File: src/rtl/nrisc_pkg.sv
// nrisc_pkg: opcodes, control states and datapath select encodings shared by the nRisc core and bench.
package nrisc_pkg;
    typedef enum logic [2:0] {
        OP_ADD, OP_SUB, OP_ADDI, OP_LW, OP_SW, OP_BEQ, OP_JMP, OP_HALT
    } opcode_t;
    typedef enum logic [2:0] {
        S_FETCH, S_DECODE, S_EXEC, S_MEM, S_WB, S_HALT, S_FAULT
    } state_t;
    localparam logic [1:0] ALU_ADD = 2'd0;
    localparam logic [1:0] ALU_SUB = 2'd1;
    localparam logic [1:0] ALU_PASS_B = 2'd2;
    localparam logic [1:0] PC_INC = 2'd0;
    localparam logic [1:0] PC_BRANCH = 2'd1;
    localparam logic [1:0] PC_JUMP = 2'd2;
endpackage

File: src/rtl/nrisc_control_fsm_if.sv
// nrisc_control_fsm_if: control bus between the nRisc control unit (master) and datapath/memory (slave).
interface nrisc_control_fsm_if #(parameter int RET_W = 8);
    logic [7:0] ir;
    logic zero, mem_ack;
    logic mem_req, mem_we, mem_src, ir_write, pc_write;
    logic [1:0] pc_src;
    logic ext_sel;
    logic [1:0] alu_op;
    logic alu_b_sel, reg_write, wb_src, halted, fault;
    logic [RET_W-1:0] retired;
    modport master (
        input ir, zero, mem_ack,
        output mem_req, mem_we, mem_src, ir_write, pc_write, pc_src, ext_sel,
        output alu_op, alu_b_sel, reg_write, wb_src, halted, fault, retired
    );
    modport slave (
        output ir, zero, mem_ack,
        input mem_req, mem_we, mem_src, ir_write, pc_write, pc_src, ext_sel,
        input alu_op, alu_b_sel, reg_write, wb_src, halted, fault, retired
    );
endinterface

File: src/rtl/nrisc_op_decode.sv
// nrisc_op_decode: opcode -> ALU/extender configuration and instruction class flags.
module nrisc_op_decode
    import nrisc_pkg::*;
(
    input  logic [2:0] op,
    output logic [1:0] alu_op,
    output logic       alu_b_sel,
    output logic       ext_sel,
    output logic       is_mem,
    output logic       is_store,
    output logic       is_branch
);
    opcode_t o;
    assign o = opcode_t'(op);
    assign alu_op = (o == OP_SUB || o == OP_BEQ) ? ALU_SUB : o == OP_JMP ? ALU_PASS_B : ALU_ADD;
    assign is_mem = o == OP_LW || o == OP_SW;
    assign is_store = o == OP_SW;
    assign is_branch = o == OP_BEQ;
    assign alu_b_sel = o == OP_ADDI || is_mem;
    assign ext_sel = is_branch;
endmodule

File: src/rtl/nrisc_control_fsm.sv
// nrisc_control_fsm: multi-cycle fetch/decode/execute/memory/write-back sequencer for the 8-bit nRisc core.
module nrisc_control_fsm
    import nrisc_pkg::*;
#(
    parameter int MEM_TIMEOUT = 15,
    parameter int RET_W = 8
) (
    input logic clock,
    input logic reset,
    nrisc_control_fsm_if.master bus
);
    state_t state, state_n;
    logic [7:0] wait_q;
    logic [RET_W-1:0] retired_q;
    logic ack_q, req, acked, timeout;
    logic [1:0] dec_alu_op;
    logic dec_b_sel, dec_ext, is_mem, is_store, is_branch;
    opcode_t op;
    assign op = opcode_t'(bus.ir[7:5]);
    nrisc_op_decode u_dec (
        .op(bus.ir[7:5]),
        .alu_op(dec_alu_op),
        .alu_b_sel(dec_b_sel),
        .ext_sel(dec_ext),
        .is_mem(is_mem),
        .is_store(is_store),
        .is_branch(is_branch)
    );
    // ack_q blanks the request for one cycle after any ack, so SW data -> next fetch never runs back to back
    assign req = (state == S_FETCH || state == S_MEM) && !ack_q && !reset;
    assign acked = req && bus.mem_ack;
    assign timeout = req && !bus.mem_ack && wait_q == 8'(MEM_TIMEOUT - 1);
    assign bus.mem_req = req;
    assign bus.halted = state == S_HALT;
    assign bus.fault = state == S_FAULT;
    assign bus.retired = retired_q;
    always_comb begin
        state_n = state;
        bus.mem_we = 1'b0;
        bus.mem_src = 1'b0;
        bus.ir_write = 1'b0;
        bus.pc_write = 1'b0;
        bus.pc_src = PC_INC;
        bus.ext_sel = 1'b0;
        bus.alu_op = ALU_ADD;
        bus.alu_b_sel = 1'b0;
        bus.reg_write = 1'b0;
        bus.wb_src = 1'b0;
        if (!reset) begin
            case (state)
                S_FETCH: begin
                    bus.ir_write = acked;
                    bus.pc_write = acked;
                    state_n = acked ? S_DECODE : timeout ? S_FAULT : S_FETCH;
                end
                S_DECODE: begin
                    bus.pc_write = op == OP_JMP;
                    bus.pc_src = op == OP_JMP ? PC_JUMP : PC_INC;
                    state_n = op == OP_HALT ? S_HALT : op == OP_JMP ? S_FETCH : S_EXEC;
                end
                S_EXEC: begin
                    bus.alu_op = dec_alu_op;
                    bus.alu_b_sel = dec_b_sel;
                    bus.ext_sel = dec_ext;
                    bus.pc_write = is_branch && bus.zero;
                    bus.pc_src = is_branch && bus.zero ? PC_BRANCH : PC_INC;
                    state_n = is_mem ? S_MEM : is_branch ? S_FETCH : S_WB;
                end
                S_MEM: begin
                    bus.mem_src = 1'b1;
                    bus.mem_we = req && is_store;
                    state_n = acked ? (is_store ? S_FETCH : S_WB) : timeout ? S_FAULT : S_MEM;
                end
                S_WB: begin
                    bus.reg_write = 1'b1;
                    bus.wb_src = is_mem && !is_store;
                    state_n = S_FETCH;
                end
                default: ;
            endcase
        end
    end
    always_ff @(posedge clock or posedge reset) begin
        if (reset) begin
            state <= S_FETCH;
            wait_q <= '0;
            ack_q <= 1'b0;
            retired_q <= '0;
        end else begin
            state <= state_n;
            wait_q <= state_n != state ? '0 : wait_q + 8'(req && !bus.mem_ack);
            ack_q <= acked;
            if (state_n == S_FETCH && state != S_FETCH) retired_q <= retired_q + RET_W'(1);
        end
    end
endmodule

File: src/flat_wrapper.sv
// flat-port wrapper written by rule: the top's interface ports become plain ports
module nrisc_control_fsm_flat import nrisc_pkg::*;
#(
    parameter int MEM_TIMEOUT = 15,
    parameter int RET_W = 8
)
  (clock, reset, bus_ir, bus_zero, bus_mem_ack, bus_mem_req, bus_mem_we, bus_mem_src, bus_ir_write, bus_pc_write, bus_pc_src, bus_ext_sel, bus_alu_op, bus_alu_b_sel, bus_reg_write, bus_wb_src, bus_halted, bus_fault, bus_retired);
  nrisc_control_fsm_if #(.RET_W(RET_W)) bus_i ();
  input logic clock;
  input logic reset;
  input wire logic [$bits(bus_i.ir)-1:0] bus_ir;
  input wire logic [$bits(bus_i.zero)-1:0] bus_zero;
  input wire logic [$bits(bus_i.mem_ack)-1:0] bus_mem_ack;
  output wire logic [$bits(bus_i.mem_req)-1:0] bus_mem_req;
  output wire logic [$bits(bus_i.mem_we)-1:0] bus_mem_we;
  output wire logic [$bits(bus_i.mem_src)-1:0] bus_mem_src;
  output wire logic [$bits(bus_i.ir_write)-1:0] bus_ir_write;
  output wire logic [$bits(bus_i.pc_write)-1:0] bus_pc_write;
  output wire logic [$bits(bus_i.pc_src)-1:0] bus_pc_src;
  output wire logic [$bits(bus_i.ext_sel)-1:0] bus_ext_sel;
  output wire logic [$bits(bus_i.alu_op)-1:0] bus_alu_op;
  output wire logic [$bits(bus_i.alu_b_sel)-1:0] bus_alu_b_sel;
  output wire logic [$bits(bus_i.reg_write)-1:0] bus_reg_write;
  output wire logic [$bits(bus_i.wb_src)-1:0] bus_wb_src;
  output wire logic [$bits(bus_i.halted)-1:0] bus_halted;
  output wire logic [$bits(bus_i.fault)-1:0] bus_fault;
  output wire logic [$bits(bus_i.retired)-1:0] bus_retired;
  assign bus_i.ir = bus_ir;
  assign bus_i.zero = bus_zero;
  assign bus_i.mem_ack = bus_mem_ack;
  assign bus_mem_req = bus_i.mem_req;
  assign bus_mem_we = bus_i.mem_we;
  assign bus_mem_src = bus_i.mem_src;
  assign bus_ir_write = bus_i.ir_write;
  assign bus_pc_write = bus_i.pc_write;
  assign bus_pc_src = bus_i.pc_src;
  assign bus_ext_sel = bus_i.ext_sel;
  assign bus_alu_op = bus_i.alu_op;
  assign bus_alu_b_sel = bus_i.alu_b_sel;
  assign bus_reg_write = bus_i.reg_write;
  assign bus_wb_src = bus_i.wb_src;
  assign bus_halted = bus_i.halted;
  assign bus_fault = bus_i.fault;
  assign bus_retired = bus_i.retired;
  nrisc_control_fsm #(.MEM_TIMEOUT(MEM_TIMEOUT), .RET_W(RET_W)) u_core (.clock(clock), .reset(reset), .bus(bus_i));
endmodule
File: config.mk
export PLATFORM = sky130hd
export DESIGN_NAME = nrisc_control_fsm_flat
export DESIGN_NICKNAME = d
export VERILOG_FILES = /design/src/rtl/nrisc_pkg.sv /design/src/rtl/nrisc_control_fsm_if.sv /design/src/rtl/nrisc_op_decode.sv /design/src/rtl/nrisc_control_fsm.sv /design/src/flat_wrapper.sv
export SDC_FILE = /design/constraint.sdc
export NUM_CORES = 1
export LEC_CHECK = 0
export ABC_AREA = 1
export CORE_AREA = 2 2 60 62
export DETAILED_ROUTE_END_ITERATION = 12
export DIE_AREA = 0 0 62 64
export HOLD_SLACK_MARGIN = 0.03
export PLACE_DENSITY = 0.75
export SLEW_MARGIN = 20
export SYNTH_ARGS = -nofsm -noshare
export SYNTH_HDL_FRONTEND = slang
export SYNTH_SLANG_ARGS = --single-unit
File: constraint.sdc
create_clock -name clock -period 2.7 [get_ports clock]
set_input_delay 0.81 -clock clock [delete_from_list [all_inputs] [get_ports clock]]
set_output_delay 0.81 -clock clock [all_outputs]
set_load 0.005 [all_outputs]
After elaboration in Yosys (flattened, before gate mapping) --
Index checks and enable logic that the tools add are counted.
Storage, ports and cells: input port bits 12, flip-flop bits (word level) 20, logic and storage cells 76, output and inout port bits 23
Cells by class: reductions and logical operators 20, $add $sub $neg 2, equality and inequality tests 15, mux-type cells 35
Operators by type and width (count):
- $mux W3 | 9
- $eq A3 B3 Y1 const B | 7
- $mux W1 | 16
- $pmux W3 S5 | 1
- $eq A3 B2 Y1 const B | 4
- $mux W2 | 6
- $logic_and A1 B1 Y1 | 9
- $add A8 B1 Y8 | 1
- $add A8 B1 Y8 const B | 1
- $eq A8 B4 Y1 const B | 1
- $mux W8 | 1
- $eq A3 B1 Y1 const B | 2
- $logic_not A3 Y1 | 2
- $logic_not A1 Y1 | 4
- $logic_or A1 B1 Y1 | 4
- $pmux W2 S2 | 1
- $ne A3 B3 Y1 | 1
- $pmux W1 S3 | 1
- $reduce_bool A3 Y1 | 1

Logic depth before layout (Yosys ltp) --
Gate-level depths: netlist (run 1).
word-level depth 12, mapped depth 15, depth with buffers taken out 14

Hierarchy --
A second synthesis (run 1) with hierarchy kept.
Second synthesis, totals: cell total of the unflattened synthesis 202, area, all modules 1566.5 um2
Modules (own cells, without submodules):
- nrisc_control_fsm | cells an instance 188, seq. area each 500.5 um2, area each 1501.4 um2, times used 1
- nrisc_op_decode | cells an instance 14, seq. area each 0.0 um2, area each 65.1 um2, times used 1

Worst setup path before layout (run 1) --
Ideal clock, no wire load.
path kind in2out, start point input reset, end point output bus_pc_write, buffers on the path 1, arrival time 1.929 ns, data required time 1.890 ns, cell stages on the path 4, slack -0.039 ns, path through buf_2 > inv_1 > nand4_1 > a31oi_1
Between the ends: cells in the longest elaborated chain, start to end 5
RTL lines:
- from (decl) | line flat_wrapper.sv:10 | input logic reset;
- $logic_not A1 Y1 | line nrisc_control_fsm.sv:30 | assign req = (state == S_FETCH || state == S_MEM) && !ack_q && !reset;
- $logic_and A1 B1 Y1 | line nrisc_control_fsm.sv:30
- $logic_and A1 B1 Y1 | line nrisc_control_fsm.sv:31 | assign acked = req && bus.mem_ack;
- $pmux W1 S3 | line nrisc_control_fsm.sv:50 | case (state)
- $mux W1 * | line nrisc_control_fsm.sv:49 | if (!reset) begin
- to (decl) | line flat_wrapper.sv:18 | output wire logic [$bits(bus_i.pc_write)-1:0] bus_pc_write;
Every way passes the cells marked *; elsewhere a longest branch is shown, timed or not.

Worst setup path after layout (run 1) --
start point input bus_ir[7], end point output bus_alu_b_sel
Between the ends: cells in the longest elaborated chain, start to end 5, elaborated cells on any way between the ends 7, classes of those cells 3 x eq/ne; 2 x mux; 2 x reduce/logical
RTL lines:
- from (decl) | line flat_wrapper.sv:11 | input wire logic [$bits(bus_i.ir)-1:0] bus_ir;
- $eq A3 B2 Y1 or $eq A3 B3 Y1 (tied branches) | line nrisc_op_decode.sv:16 | assign is_mem = o == OP_LW || o == OP_SW;
- $logic_or A1 B1 Y1 | line nrisc_op_decode.sv:16
- $logic_or A1 B1 Y1 * | line nrisc_op_decode.sv:19 | assign alu_b_sel = o == OP_ADDI || is_mem;
- $mux W1 * | line nrisc_control_fsm.sv:50
- $mux W1 * | line nrisc_control_fsm.sv:49
- to (decl) | line flat_wrapper.sv:22 | output wire logic [$bits(bus_i.alu_b_sel)-1:0] bus_alu_b_sel;
Marked as above.

==> results of run 1 <==
cell usage after synthesis:
master	number
or2_2	1
nor2_2	9
inv_2	3
nand3_2	2
nor4_1	2
nor3_1	6
o21ai_1	1
nand2_2	3
nor2_1	23
buf_2	1
ha_1	3
nor2_8	1
xor2_1	5
nand3_1	18
nand4_1	5
buf_6	1
nand2_1	50
a31oi_1	1
nand3_4	1
o21ai_2	2
dfrtp_1	20
o21ai_0	1
inv_1	27
nand4_2	1
nor2_4	1
nand3b_1	1
a21oi_1	4
xnor2_1	4
nand2_4	4
worst max-delay path, delay by kind of cell:
family	cells	cell delay [ps]
buffers and inverters	4	740
and+or+nand+nor	2	260
per-layer routing:
layer | share of wire | wire (um) | track usage | vias up
li1 | - | - | - | 774
met2 | 0.51 | 1690 | 0.327 | 27
met3 | 0.035 | 114 | 0.0263 | 4
met4 | 0.0070 | 23 | 0.0505 | 0
met1 | 0.45 | 1470 | 0.218 | 668
met5 | 0 | 0 | 0 | -
report_power, final:
part / switching (mW) / leakage [nW] / total (mW) / internal [mW]
sequential: 0.0744 / 0.270 / 0.431 / 0.356
clock: 0.0943 / 0.0279 / 0.244 / 0.150
combinational: 0.426 / 0.836 / 0.782 / 0.355
total: 0.595 / 1.13 / 1.46 / 0.861
worst paths after layout:
path | to | slack [ps] | depth (start not counted)
max | bus_alu_b_sel | 90 | 6
min | u_core.bus.retired[3] | 530 | 2
max reg2reg | u_core.wait_q[6] | 550 | 12
min reg2reg | u_core.bus.retired[3] | 530 | 2
max in group asynchronous | u_core.state[0] | 1670 | 5
min in group asynchronous | u_core.wait_q[0] | 810 | 5
metrics by stage:
stage	instance area [um2]	hold slack [ps]	utilization	TNS (ps)	setup WS (ps)
2_1_floorplan	1460	504	-	0	99.8
3_3_place_gp	2020	510	0.615	-6300	-469
3_5_place_dp	2020	509	0.615	-6990	-474
4_1_cts	2110	538	0.642	-100	-62.0
5_1_grt	2100	556	0.641	0	13.6
6_report	2100	533	0.641	0	87.6
repair_timing:
action | in CTS | in global routing
pin swaps | 3 | 2
setup endpoints to repair | 13 | 7
setup buffers | 5 | 0
gates resized for setup | 25 | 8
hold buffers | 0 | 0
layout make-up:
type                    instances  area, um2
clock buffers                   3       22.5
clock inverters                 1       30.0
fillers                       300       1180
inverters                      30        116
multi-input cells             149        837
flip-flops and latches         20        500
well taps                      46       57.6
repair buffers                 65        541
cell families (layout without fill, tap and decap cells):
kind of cell	count (synthesis)	in the layout	synth area share
AND/OR/NAND/NOR	128	128	0.450
XOR/XNOR	9	9	0.0543
AO/OA/AOI/OAI	9	9	0.0370
flip-flops	20	20	0.345
adder cells (fa/ha/maj)	3	3	0.0258
buffers and inverters	32	99	0.0887
flip-flops by register name, summed over array words and instances, names as in the netlist:
name	count
u_core.bus.retired	8
u_core.ack_q	1
u_core.state	3
u_core.wait_q	8
==> metrics.yaml, run 1 <==
finish:
  final_cells: 314
  drive_gt1_frac: 0.287
  final_cell_mix: "nand2_1, buf_4, inv_1"
  nNetsFinal: 284
  area_growth_pct: 44.9
  layout_commonest_cell: "nand2_1"
  diodes: 0
synth:
  yosysWarnings: 0
  synth.ff_latch_count: 20
  synthCells: 201
  synth_top_area_frac: 0.345
  syn_area_per_cell_um2: 7.23
  synth.area.top_cells: "dfrtp_1, nand2_1, inv_1"
  synth_top_area_cell: "dfrtp_1"
  syn_area_um2: 1450
  ys_types: 29
  synthesis.nets: 216
  seq_area_frac_synth: 0.345
route:
  viasPerCell: 4.69
  wire_per_inst_um: 10.5
  route.detailed.drc: 0
  num_vias: 1473
  first_iter_violations: 59
  first_pass_iters: 4
  wl_mm: 3.30
  detail-route-antenna-nets: 0
timing:
  period_minus_slack_ps: 2610
  fin_worst_skew_ps: 4.60
  hold_viol: 0
  rsz0062_at_grt: "no"
  tightest_slew_ps: 382
  slew_headroom: 0.745
  slew_viol_final: 0
  fmax_mhz: 383
  fin_crit_sh: 0.968
  setup_violations: 0
worst_setup_path:
  rr_startpoint: "u_core.state[2]"
  startpoint_type: "primary input"
  cp.arrival_ps: 1800
  cp.required_ps: 1890
  crit_path_top_delay_cell: "dlygate4sd2_1"
  path_class: "in2out"
  slowest_delay_ps: 270
  crit_path_end_kind: "output pin"
  crit_chain: "dlygate4sd2_1, buf_4, nand2_1, inv_1, nor3_1, dlygate4sd2_1"
  cp_common_cell: "dlygate4sd2_1"
  crit_start: "bus_ir[7]"
  crit_fanout: 4
global_routing:
  grt_max_degree: 23
  overflow: 0
  grt_first_pass_wirelength_mm: 5.56
  antenna_found_initial: 0
  grt_pass1_vias: 1389
  track_usage: 0.183
cts:
  h-tree-depth: 1
  worstSkewPairLatency_ps: 300
  cts.path.max_buffers: 2
  cts_tree: "yes"
  clkTransAtPathRegs_ps: 120
  root_buffer: "clkbuf_4"
  numCtsBuffers: 3
  cts_sinks: 20
placed_design:
  io_buffers: 29
  dp_cells: 305
  dp_hpwl_mm: 2.56
  gp_congestion: 0.825
run:
  maxCapViolCount: 0
floorplan:
  die-area_um2: 3970
  row_count: 21
  die_w_um: 62
  ios: 35
  initial_core_util: 0.442
  core_um2: 3280
  die_h_um: 64
power:
  p_total_mw: 1.46
  irDropWorstVdd_mv: 0.437
  p_leak_nw: 1.13
  power_density_nw_per_um2: 692
worst_hold_path:
  min_from: "u_core.bus.retired[3]"
  hold_class: "reg2reg"
run_status:
  status: "finished, final reports clean"
Note: power is estimated with default switching activity, not from simulation.
==> inputs of run 2 (changes only) <==
Settings changed: CORE_AREA 2 2 60 62 to 2 2 58 60, CTS_CLUSTER_SIZE set to 14, DIE_AREA 0 0 62 64 to 0 0 60 62, PLACE_DENSITY 0.75 to 0.77.
Clock period 2.7 ns to 2.6 ns, I/O delays scaled along.
==> run 2 against run 1 <==
Flip-flop and latch count stayed put. Core utilization increased by 2.8 points. Die area decreased by 6.3%. Worst setup slack got worse by 34 ps. Sequential share of layout area shrank 0.13 points. Critical path type unchanged. Critical endpoint is now bus_wb_src.
==> metrics.yaml, run 2 (same netlist as run 1, synthesis figures left out) <==
route:
  wire_per_inst_um: 11.4  # +8.2%
  viasPerCell: 4.82  # +2.8%
  route.detailed.drc: 0  # unchanged
  first_pass_iters: 4  # unchanged
  detail-route-antenna-nets: 0  # unchanged
  first_iter_violations: 56  # -5.1%
  wl_mm: 3.56  # +7.9%
  num_vias: 1509  # +2.4%
power:
  p_sw_frac: 0.432  # +0.0232
  combPwrFrac: 0.582  # +0.045
  power_density_nw_per_um2: 720  # +4.1%
  p_seq_frac: 0.296  # about the same
  irDropWorstVdd_mv: 0.664  # +52%
  p_total_mw: 1.53  # +5.2%
  power.switching_mw: 0.662  # +11%
  p_leak_nw: 1.14  # +0.61%
  pwr-share-clk: 0.123  # -0.045
  p_int_mw: 0.871  # +1.1%
worst_setup_path:
  timing.rr.end: "u_core.wait_q[7]"
  crit_fanout: 4  # unchanged
  critPathTopFamily: "buffers and inverters"
  crit_path_top_delay_cell: "dlygate4sd2_1"
  cp_common_cell: "nor2_1"
  rr_startpoint: "u_core.state[1]"
  cp.arrival_ps: 1770  # -30 ps
  cp_num_buf_inv: 4  # unchanged
  r2r_cells: 13  # +1
  cp.required_ps: 1820  # -70 ps
  crit_path_end_kind: "output pin"
  rrSetupSlack_ps: 550  # about the same
  slowest_delay_ps: 260  # about the same
  path_class: "in2out"
  startpoint_type: "primary input"
  crit_chain: "buf_2, buf_6, nor2_1, nand2_1, buf_4, nor2_1, dlygate4sd2_1"
floorplan:
  initial_core_util: 0.457  # +0.0146
  row_count: 21  # unchanged
  ios: 35  # unchanged
  die_w_um: 60  # -3.2%
  die_h_um: 62  # -3.1%
  die-area_um2: 3720  # -6.3%
  core_um2: 3180  # -3.2%
worst_hold_path:
  hold_class: "reg2reg"
  min_from: "u_core.bus.retired[3]"
  holdPathStages: 2  # unchanged
  hold_end: "u_core.bus.retired[3]"
timing:
  fin_worst_skew_ps: 9.27  # +4.68 ps
  setup_violations: 0  # unchanged
  slew_viol_final: 0  # unchanged
  fmax_mhz: 393
  fin_crit_sh: 0.979
  final.setup.tns_ps: 0  # unchanged
  worst_hold_slack_ps: 536  # +2.84 ps
  period_minus_slack_ps: 2550
  rsz0062_at_grt: "no"
  hold_viol: 0  # unchanged
  tightest_slew_ps: 299  # -83.0 ps
  slew_headroom: 0.800  # +0.0546
cts:
  cts.path.max_buffers: 2  # unchanged
  worstSkewPairLatency_ps: 320  # +20 ps
  numCtsBuffers: 3  # unchanged
  cts_tree: "yes"
  root_buffer: "clkbuf_4"
  clkTransAtPathRegs_ps: 120  # about the same
  cts_sinks: 20  # unchanged
  h-tree-depth: 1  # unchanged
finish:
  final_cell_mix: "nand2_1, buf_4, inv_1"
  post-route-util: 0.669  # +0.0283
  drive_gt1_frac: 0.303  # +0.0161
  fin_area_um2: 2130  # +1.1%
  diodes: 0  # unchanged
  nNetsFinal: 283  # -0.35%
  area_growth_pct: 46.4
  layout_commonest_cell: "nand2_1"
placed_design:
  gp_congestion: 0.823  # -0.28%
  place_area_um2: 2010  # -0.62%
  io_buffers: 29  # unchanged
  dp_hpwl_mm: 2.55  # -0.65%
run:
  maxCapViolCount: 0  # unchanged
global_routing:
  track_usage: 0.198  # +0.0157
  grt_first_pass_wirelength_mm: 5.57  # +0.13%
  antenna_found_initial: 0  # unchanged
  grt_pass1_vias: 1369  # -1.4%
  grt_max_degree: 24  # +4.3%
  overflow: 0  # unchanged
run_status:
  status: "finished, final reports clean"
## run 2: cell type report
| class | instances | area, um2 |
|---|---|---|
| Clock buffer | 4 | 36.3 |
| Fill cell | 281 | 1050 |
| Tap cell | 46 | 57.6 |
| Sequential cell | 20 | 503 |
| Multi-Input combinational cell | 149 | 860 |
| Inverter | 30 | 116 |
| Timing Repair Buffer | 64 | 554 |
## run 2: routing by layer
layer  global-route usage  vias up  part of all wire
met3               0.0124       15             0.040
met2                0.359       46              0.48
li1                     -      767                 -
met4                0.117        0             0.040
met5                    0        -                 0
met1                0.232      681              0.43
## run 2: what timing repair did
item	CTS	global route
endpoints found under the setup margin	29	3
hold endpoints to repair	0	0
buffers inserted	6	3
resized for setup	37	5
gates cloned	0	0
hold buffers	0	0
pin swaps	2	3
## run 2: how the worst max path moves through the flow
stage	start	slack, ps	depth (start not counted)	to
floorplan	reset	30	11	u_core.wait_q[6]
global placement	reset	-510	5	bus_alu_op[1]
detailed placement	reset	-540	5	bus_alu_op[1]
CTS	u_core.state[0]	0.6	5	bus_mem_req
global route	bus_zero	10	6	bus_pc_write
finish	reset	50	7	bus_wb_src
## run 2: power by group through the flow
stage	registers [mW]	logic (mW)	clock network, mW
after detailed placement	0.452	0.818	0
final	0.453	0.892	0.188
after CTS	0.450	0.862	0.189
after global placement	0.449	0.798	0
after global routing	0.464	0.976	0.198
after floorplan	0.434	0.502	0
## run 2: metrics by stage
step                setup WS, ps  cells
CTS                        0.627    310
global route                10.2    313
global placement            -513    300
finish                      53.6    313
floorplan                   29.8    201
detailed placement          -544    300
## run 2: tightest hold or removal path: stages, from the launching register on
cell,delay [ps]
dfrtp_1,400
nand2_1,60
nand2_1,50
==> inputs of run 3 (changes only) <==
Settings changed: CORE_AREA 2 2 58 60 to 2 2 45 78, DIE_AREA 0 0 60 62 to 0 0 47 80, PLACE_DENSITY 0.77 to 0.75.
==> run 3 against run 2 <==
Final area fell by 2.4%. Global-route usage increased by 2.4 points. Critical endpoint is now bus_mem_we. Clock power up 27%. Total power fell by 4.0%.
==> metrics.yaml, run 3 (same netlist as run 1, synthesis figures left out) <==
run_status:
  status: "finished, final reports clean"
finish:
  diodes: 0  # unchanged
  layout_commonest_cell: "nand2_1"
  post-route-util: 0.668  # -0.000751
  area_growth_pct: 43.0
  final_cells: 302  # -3.5%
  final_cell_mix: "nand2_1, inv_1, buf_4"
  drive_gt1_frac: 0.290  # -0.0138
  nNetsFinal: 275  # -2.8%
  fin_area_um2: 2080  # -2.4%
worst_setup_path:
  r2r_cells: 12  # -1
  crit_fanout: 4  # unchanged
  crit_path_top_delay_cell: "nor4_2"
  cp.arrival_ps: 1770  # about the same
  cp.depth: 5  # -2
  cp.required_ps: 1820  # about the same
  slowest_delay_ps: 290  # +30 ps
  cp_num_buf_inv: 3  # -1
  critPathTopFamily: "buffers and inverters"
  startpoint_type: "primary input"
  path_class: "in2out"
  crit_chain: "dlygate4sd2_1, inv_1, nand3_2, nor4_2, clkbuf_2"
  crit_path_end_kind: "output pin"
placed_design:
  io_buffers: 29  # unchanged
  gp_congestion: 0.887  # +7.7%
  place_area_um2: 1960  # -2.2%
  post-place-ws_ps: -546  # -1.78 ps
  dp_cells: 295  # -1.7%
  dp_hpwl_mm: 2.76  # +8.2%
cts:
  h-tree-depth: 1  # unchanged
  cts.path.max_buffers: 2  # unchanged
  cts_tree: "yes"
  numCtsBuffers: 3  # unchanged
  clkTransAtPathRegs_ps: 70  # -50 ps
  cts_sinks: 20  # unchanged
  ctsHoldBuffers: 0  # unchanged
  root_buffer: "clkbuf_8"
  worstSkewPairLatency_ps: 260  # -60 ps
floorplan:
  die-area_um2: 3760  # +1.1%
  die_w_um: 47  # -22%
  core_um2: 3110  # -2.2%
  die_h_um: 80  # +29%
  ios: 35  # unchanged
  row_count: 27  # +29%
  initial_core_util: 0.467  # +0.0105
power:
  p_total_mw: 1.47  # -4.0%
  p_int_mw: 0.831  # -4.5%
  power.switching_mw: 0.641  # -3.2%
  irDropWorstVdd_mv: 0.616  # -7.3%
  p_sw_frac: 0.435  # +0.00343
  power_density_nw_per_um2: 709  # -1.6%
  pwr-share-clk: 0.162  # +0.039
  p_seq_frac: 0.313  # +0.017
  combPwrFrac: 0.526  # -0.056
  p_leak_nw: 1.09  # -4.8%
timing:
  rsz0062_at_grt: "yes"
  slew_viol_final: 0  # unchanged
  fin_worst_skew_ps: 2.03  # -7.24 ps
  period_minus_slack_ps: 2550  # +5.32 ps
  postLayoutSetupSlackWorst_ps: 48.2  # -5.32 ps
  slew_headroom: 0.825  # +0.0250
  fin_crit_sh: 0.981  # +0.00205
  setup_violations: 0  # unchanged
  tightest_slew_ps: 261  # -37.4 ps
  worst_hold_slack_ps: 539  # +3.10 ps
  fmax_mhz: 392  # -0.21%
  final.setup.tns_ps: 0  # unchanged
  hold_viol: 0  # unchanged
route:
  route.detailed.drc: 0  # unchanged
  wirelength_met1_mm: 1.31  # -15%
  first_iter_violations: 17  # -70%
  num_vias: 1508  # -0.066%
  viasPerCell: 4.99  # +3.6%
  met2_length_mm: 2.19  # +27%
  wl_mm: 3.74  # +4.9%
  detail-route-antenna-nets: 0  # unchanged
  wire_per_inst_um: 12.4  # +8.8%
  wl_met3_um: 89  # -38%
  top_layer: "met4"
  first_pass_iters: 3  # -1
run:
  maxCapViolCount: 0  # unchanged
global_routing:
  grt_pass1_vias: 1548  # +13%
  grt_max_degree: 19  # -21%
  grt_first_pass_wirelength_mm: 6.12  # +9.9%
  overflow: 0  # unchanged
  track_usage: 0.222  # +0.0238
  antenna_found_initial: 0  # unchanged
worst_hold_path:
  holdPathStages: 2  # unchanged
  hold_class: "reg2reg"
run 3: changes by cell type in the layout (fill, tap and decap cells not counted), moves of 2 or more:
cell,change
clkbuf_8,+3
buf_12,-2
clkbuf_4,-3
buf_4,-7
buf_2,-2
run 3: power by group through the flow:
stage	Sequential, mW	Combinational [mW]	Clock (mW)
CTS	0.456	0.778	0.242
finish	0.460	0.774	0.238
detailed placement	0.450	0.759	0
floorplan	0.434	0.502	0
global route	0.473	0.855	0.252
global placement	0.450	0.745	0
run 3: final timing paths:
kind	start	endpoint	slack, ps
worst max-delay path	bus_ir[5]	bus_mem_we	50
worst min-delay path	u_core.bus.retired[6]	u_core.bus.retired[6]	540
worst max register to register	u_core.state[0]	u_core.wait_q[6]	530
worst min register to register	u_core.bus.retired[6]	u_core.bus.retired[6]	540
max in group asynchronous	reset	u_core.state[0]	1500
min in group asynchronous	reset	u_core.ack_q	660
run 3: cell type report:
class	instances	area, um2
fillers	276	1030
multi-input cells	149	870
flip-flops and latches	20	503
repair buffers	56	477
inverters	30	119
clock buffers	4	55.1
well taps	43	53.8
run 3: metal layers:
layer / vias up / global-route usage
met5: - / 0
met4: 0 / 0.114
met3: 13 / 0.0136
met2: 33 / 0.432
met1: 712 / 0.208
li1: 750 / -
run 3: repair_timing:
item	4_1_cts	5_1_grt
endpoints found under the setup margin	16	4
pin swaps	3	1
setup buffers	3	0
gates cloned	0	0
gates resized for setup	36	8
run 3: tightest hold or removal path: stages, from the launching register on:
cell and delay, ps:
dfrtp_1 400, nand2_1 70, nand2_1 50
